--- src/rtl/io_pkg.sv ---
// io_pkg: register offsets, bit indices and interrupt FSM encoding shared by
// io_timer_intr and intr_handshake (and future I/O blocks on the same bus).
// No ports; import with "import io_pkg::*;".
package io_pkg;

  // Register map, decoded from io_addr[3:2]
  localparam logic [1:0] CTRL_OFS  = 2'd0;
  localparam logic [1:0] LOAD_OFS  = 2'd1;
  localparam logic [1:0] COUNT_OFS = 2'd2;
  localparam logic [1:0] STAT_OFS  = 2'd3;

  // CTRL bit indices
  localparam int CTRL_EN   = 0;
  localparam int CTRL_AUTO = 1;
  localparam int CTRL_IE   = 2;

  // STATUS bit indices
  localparam int STAT_PEND = 0;
  localparam int STAT_OVR  = 1;

  // Interrupt handshake FSM encoding
  localparam logic [1:0] IDLE = 2'd0;
  localparam logic [1:0] REQ  = 2'd1;
  localparam logic [1:0] ACKW = 2'd2;

endpackage

--- src/rtl/intr_handshake.sv ---
// intr_handshake: 3-state INTR / INT_ACK request-acknowledge FSM.
// Ports: sys_clk, reset (async, active high), pend and ie (request sources),
//        INT_ACK (acknowledge from CPU), INTR (request to CPU, Moore output).
module intr_handshake
  import io_pkg::*;
(
  input  logic sys_clk,
  input  logic reset,
  input  logic pend,
  input  logic ie,
  input  logic INT_ACK,
  output logic INTR
);
  // Purpose: raise INTR once per pending event and hold it until acknowledged.
  // Latency: INTR registered; follows pend&ie at the next edge.
  // Backpressure: INTR held until INT_ACK; a new request waits for INT_ACK low.

  logic [1:0] state;
  logic [1:0] state_d;

  always_comb begin
    state_d = state;
    case (state)
      IDLE: if (pend && ie) state_d = REQ;
      // Acknowledge wins; otherwise withdrawing IE cancels the request.
      REQ:  if (INT_ACK) state_d = ACKW;
            else if (!ie) state_d = IDLE;
      ACKW: if (!INT_ACK) state_d = IDLE;
      default: state_d = IDLE;
    endcase
  end

  always_ff @(posedge sys_clk or posedge reset) begin
    if (reset) state <= IDLE;
    else       state <= state_d;
  end

  assign INTR = (state == REQ);

endmodule

--- src/rtl/io_timer_intr.sv ---
// io_timer_intr: memory-mapped down-counting interval timer with interrupt.
// Ports: sys_clk, reset (async, active high); CPU bus io_cs/io_rd/io_wr/
//        io_addr/io_din/io_dout (registered read data); INTR/INT_ACK handshake.
// Optional macro TIMER_PRESCALE_EN: tick every PRESCALE_DIV cycles instead of
// every cycle.
module io_timer_intr
  import io_pkg::*;
#(
  parameter int          PRESCALE_DIV = 4,
  parameter logic [31:0] RELOAD_RST   = 32'h0000_FFFF
) (
  input  logic        sys_clk,
  input  logic        reset,
  input  logic        io_cs,
  input  logic        io_rd,
  input  logic        io_wr,
  input  logic [31:0] io_addr,
  input  logic [31:0] io_din,
  output logic [31:0] io_dout,
  output logic        INTR,
  input  logic        INT_ACK
);
  // Purpose: CTRL/LOAD/COUNT/STATUS register block driving a countdown timer.
  // Latency: writes take effect at the next edge; reads return data 1 cycle later.
  // Backpressure: none; every bus access is accepted in the cycle it is presented.

  logic [2:0]  ctrl,    ctrl_d;
  logic [31:0] load_r,  load_d;
  logic [31:0] count_r, count_d;
  logic [1:0]  status,  stat_d;
  logic [31:0] dout_d;
  logic        tick;
  logic        expire;
  logic        wr_en;
  logic        rd_en;
  logic [1:0]  sel;

  assign sel   = io_addr[3:2];
  assign wr_en = io_cs & io_wr;
  assign rd_en = io_cs & io_rd & ~io_wr;   // rd+wr together is a write only

`ifdef TIMER_PRESCALE_EN
  localparam int PS_W = (PRESCALE_DIV > 1) ? $clog2(PRESCALE_DIV) : 1;
  logic [PS_W-1:0] ps_cnt;
  logic            ps_wrap;

  assign ps_wrap = (ps_cnt == PS_W'(PRESCALE_DIV - 1));

  // Held at zero while stopped so the first tick is a full period after enable.
  always_ff @(posedge sys_clk or posedge reset) begin
    if (reset)                 ps_cnt <= '0;
    else if (!ctrl[CTRL_EN])   ps_cnt <= '0;
    else if (ps_wrap)          ps_cnt <= '0;
    else                       ps_cnt <= ps_cnt + PS_W'(1);
  end

  assign tick = ctrl[CTRL_EN] & ps_wrap;
`else
  logic unused_div;
  assign unused_div = (PRESCALE_DIV == 0);
  assign tick = ctrl[CTRL_EN];
`endif

  logic unused_addr;
  assign unused_addr = ^{io_addr[31:4], io_addr[1:0]};

  // COUNT==0 also expires so LOAD=0 cannot underflow.
  assign expire = tick & (count_r <= 32'd1);

  always_comb begin
    ctrl_d  = ctrl;
    load_d  = load_r;
    count_d = count_r;
    stat_d  = status;

    if (tick) begin
      if (expire) begin
        if (ctrl[CTRL_AUTO]) begin
          count_d = load_r;            // old LOAD even if LOAD is written now
        end else begin
          count_d         = '0;
          ctrl_d[CTRL_EN] = 1'b0;
        end
      end else begin
        count_d = count_r - 32'd1;
      end
    end

    // Software writes come after the hardware updates so a CTRL write
    // overrides the hardware EN clear.
    if (wr_en) begin
      case (sel)
        CTRL_OFS: begin
          ctrl_d = io_din[2:0];
          if (io_din[CTRL_EN] && !ctrl[CTRL_EN]) count_d = load_r;
        end
        LOAD_OFS: load_d = io_din;
        STAT_OFS: stat_d = status & ~io_din[1:0];
        default: ;                      // COUNT is read-only
      endcase
    end

    // Hardware set of PEND/OVR beats a same-cycle write-1-to-clear.
    if (expire) begin
      stat_d[STAT_PEND] = 1'b1;
      if (status[STAT_PEND]) stat_d[STAT_OVR] = 1'b1;
    end
  end

  always_comb begin
    dout_d = io_dout;
    if (rd_en) begin
      case (sel)
        CTRL_OFS:  dout_d = {29'd0, ctrl};
        LOAD_OFS:  dout_d = load_r;
        COUNT_OFS: dout_d = count_r;
        default:   dout_d = {30'd0, status};
      endcase
    end
  end

  always_ff @(posedge sys_clk or posedge reset) begin
    if (reset) begin
      ctrl    <= '0;
      load_r  <= RELOAD_RST;
      count_r <= '0;
      status  <= '0;
      io_dout <= '0;
    end else begin
      ctrl    <= ctrl_d;
      load_r  <= load_d;
      count_r <= count_d;
      status  <= stat_d;
      io_dout <= dout_d;
    end
  end

  // The FSM sees next-cycle PEND/IE so INTR rises on the same edge PEND sets
  // and falls on the same edge IE is cleared.
  intr_handshake u_intr (
    .sys_clk (sys_clk),
    .reset   (reset),
    .pend    (stat_d[STAT_PEND]),
    .ie      (ctrl_d[CTRL_IE]),
    .INT_ACK (INT_ACK),
    .INTR    (INTR)
  );

endmodule

--- config.mk ---
export PLATFORM = sky130hd
export DESIGN_NAME = io_timer_intr
export DESIGN_NICKNAME = d
export VERILOG_FILES = /design/src/rtl/io_pkg.sv /design/src/rtl/intr_handshake.sv /design/src/rtl/io_timer_intr.sv
export SDC_FILE = /design/constraint.sdc
export NUM_CORES = 1
export LEC_CHECK = 0
export BUFFER_PORTS_ARGS = -buffer_cell sky130_fd_sc_hd__buf_2
export CORE_MARGIN = 1.5
export CORE_UTILIZATION = 56
export DETAILED_ROUTE_END_ITERATION = 7
export PLACE_DENSITY = 0.8
export SLEW_MARGIN = 20
export SYNTH_ARGS = -nofsm -noshare
export SYNTH_HDL_FRONTEND = slang
export SYNTH_SLANG_ARGS = --single-unit
export TNS_END_PERCENT = 1
--- constraint.sdc ---
create_clock -name sys_clk -period 4.4 [get_ports sys_clk]
set_clock_uncertainty 0.1 [all_clocks]
set_input_delay 0.44 -clock sys_clk [delete_from_list [all_inputs] [get_ports sys_clk]]
set_output_delay 0.44 -clock sys_clk [all_outputs]
set_load 0.05 [all_outputs]
==> flow_metrics.py <==
metrics = {
    "grt": {
        "grt_pass1_vias": 4397,
        "gr-usage-all-layers": 0.250,
        "gr-total-overflow": 0,
        "met1_usage": 0.333,
        "use_met3": 0.0497,
        "antenna_found_initial": 0,
        "grt_busiest_layer": "met2",
        "gr-usage-met2": 0.418,
        "grt_first_pass_wirelength_um": 20600,
        "grt_max_degree": 75,
    },
    "yosys": {
        "seq_area_frac_synth": 0.478,
        "synth_seq_cells": 103,
        "ys_types": 52,
        "async_reset_ff_frac": 1.00,
        "synth.mux.area_fraction": 0.0847,
        "synthAdderAreaFrac": 0.00460,
        "syn_nets": 661,
        "synth_compound_area_frac": 0.168,
        "synth-simple-area-share": 0.193,
        "syn_avg_cell_area_um2": 9.23,
        "synth-edff-count": 0,
        "synth_top_family_by_area": "simple AND/OR/NAND/NOR gates",
        "synth_cells": 589,
        "netlist_area_um2": 5440,
        "synth_ff_type": "dfrtp_1",
        "synth_top_area_share": 0.400,
        "synth_warnings": 0,
        "synthTopCellsByArea": "dfrtp_1, dfstp_2, mux2_2",
        "synthXorXnorAreaFrac": 0.0370,
        "yosys.area.top_type": "dfrtp_1",
    },
    "placement": {
        "globalplace.congestion": 0.863,
        "io_buffer_count": 72,
        "hpwl_um": 8230,
        "place_ws_ns": 1.26,
    },
    "run": {
        "maxCapViolCount": 0,
    },
    "critical_path": {
        "cpMaxStageDelayCell": "or4_1",
        "end_kind": "flop",
        "cp.required_ns": 4.52,
        "cpPeakStageDelay_ns": 0.60,
        "path_cells": "or4_1 > or4_1 > nor4b_4 > buf_4 > nor2_1 > a31oi_1 > a21oi_1",
        "path_delay_family": "simple AND/OR/NAND/NOR gates",
        "start_kind": "flop",
        "crit_type": "flop to flop",
        "critPathBufInv": 1,
        "crit_top_cell": "or4_1",
        "arrival_ns": 3.16,
        "cp_max_fo": 23,
    },
    "clock_tree": {
        "clk_path_buf_depth": 2,
        "numCtsBuffers": 9,
        "post_cts_resized": 0,
        "clock-sinks": 103,
        "cts_setup_buffers": 0,
        "path_clk_slew_ns": 0.10,
        "cts_hold_buf": 0,
        "root_buffer": "clkbuf_8",
        "htreeDepth": 3,
        "cts_tree": "yes",
        "clk_latency_ns": 0.37,
    },
    "worst_hold_path": {
        "min-delay-path-class": "primary input to async pin",
    },
    "routing": {
        "drc_errors": 0,
        "drtIter0Drc": 359,
        "dr.pass1.iters": 4,
        "drtAntennaViolNets": 0,
        "postRouteWirelength_um": 12200,
        "viasPerCell": 5.86,
        "post_drt_wl_per_cell_um": 15.8,
        "num_vias": 4500,
    },
    "floorplanning": {
        "die_w_um": 102,
        "die-height_um": 102,
        "core_area_um2": 9330,
        "io_pins": 103,
        "start_util": 0.583,
        "rows": 35,
        "dieArea_um2": 10300,
    },
    "sta": {
        "finalSetupTns_ns": 0,
        "tightest_slew_ns": 0.967,
        "min_period_ns": 3.05,
        "relSlewSlack": 0.355,
        "setup_viol": 0,
        "slew_violations": 0,
        "period_share": 0.693,
        "fmax_mhz": 328,
        "setup_ws_ns": 1.35,
        "rsz0062_at_grt": "false",
        "hold_violations": 0,
    },
    "cells_and_area": {
        "layout_common_cells": "nand2_1, dfrtp_1, buf_2, o21ai_0, nor2_1",
        "nets": 706,
        "final_common_cell": "nand2_1",
        "drive_gt1_frac": 0.252,
        "seq_area_um2": 2600,
        "fillCellCount": 769,
        "synthToLayoutAreaGrowth_pct": 11.6,
        "antennaDiodeCount": 0,
        "multiInputGateArea_um2": 2670,
    },
    "power_and_ir_drop": {
        "leakage_nw": 2.64,
        "p_per_area_nw_per_um2": 555,
        "peakVddDrop_mv": 0.263,
    },
    "outcome": {
        "outcome": "complete, no violations",
    },
}
[synthesized netlist by cell type, types with 2 or more instances]
master	count
a21oi_1	38
a221o_1	2
a22oi_1	30
a31oi_1	20
and2_1	3
and3_1	2
and4_1	3
buf_1	3
buf_2	5
clkbuf_1	38
dfrtp_1	87
dfstp_2	16
ha_1	2
inv_1	4
mux2_2	36
mux4_2	2
nand2_1	108
nand3_1	10
nand4_1	3
nor2_1	42
nor2b_1	9
nor3_1	11
nor4_1	7
nor4_2	2
o21ai_0	46
o22ai_1	2
o32a_1	3
or3_1	4
or4_1	7
xnor2_1	15
xor2_1	8
[layer usage]
layer / part of all wire / wire length (um)
met5: 0 / 0
met4: 0.012 / 150
met3: 0.045 / 546
met2: 0.49 / 5910
met1: 0.46 / 5570
[registers in the layout, summed over array words and instances, names as in the netlist]
register	flops
load_r	32
u_intr.state	2
status	2
io_dout	32
count_r	32
ctrl	3
[power by group]
part / total, mW / internal (mW) / switching, mW
logic: 1.16 / 0.470 / 0.691
clock network: 0.598 / 0.280 / 0.318
registers: 1.61 / 1.24 / 0.368
total: 3.37 / 1.99 / 1.38
[worst register-to-register path, delay by kind of cell (launching register included)]
kind | cells | cell delay (ns)
compound gates | 2 | 0.23
buf+inv | 1 | 0.37
flops | 1 | 0.46
simple gates | 4 | 1.72
[path summary, 6_finish.rpt]
kind / start / to / cells past startpoint / slack [ns]
worst max register to register: count_r[24] / count_r[6] / 7 / 1.35
worst min register to register: io_dout[19] / io_dout[19] / 2 / 0.38
worst min-delay path: reset / load_r[28] / 2 / 0.17
min in group sys_clk: INT_ACK / u_intr.state[1] / 2 / 0.20
worst max-delay path: count_r[24] / count_r[6] / 7 / 1.35
max in group asynchronous: reset / load_r[11] / 3 / 3.07
[area by class of cell]
cell class / instances / area share
clock buffer: 11 / 0.0233
clock inverter: 5 / 0.00948
inverter: 4 / 0.00289
multi-input combinational: 436 / 0.440
sequential: 103 / 0.428
tap: 129 / 0.0266
timing repair buffer: 80 / 0.0699
[per-stage QoR]
| stage | std cells | hold WS (ns) | util | power (mW) | instance area, um^2 |
|---|---|---|---|---|---|
| floorplan | 589 | 0.361 | - | 2.48 | 5440 |
| global placement | 751 | 0.356 | 0.627 | 2.72 | 5850 |
| detailed placement | 751 | 0.366 | 0.628 | 2.77 | 5860 |
| CTS | 767 | 0.185 | 0.649 | 3.38 | 6050 |
| global route | 768 | 0.179 | 0.651 | 3.59 | 6070 |
| finish | 768 | 0.169 | 0.651 | 3.37 | 6070 |
[kinds of logic (layout without fill, tap and decap cells)]
family | after synthesis | count (layout)
buf+inv | 50 | 100
compound gates | 151 | 151
flops | 103 | 103
mux | 39 | 39
xor+xnor | 23 | 23
fa+ha+maj | 2 | 2
simple gates | 221 | 221
Power figures use the tool's default switching activity.
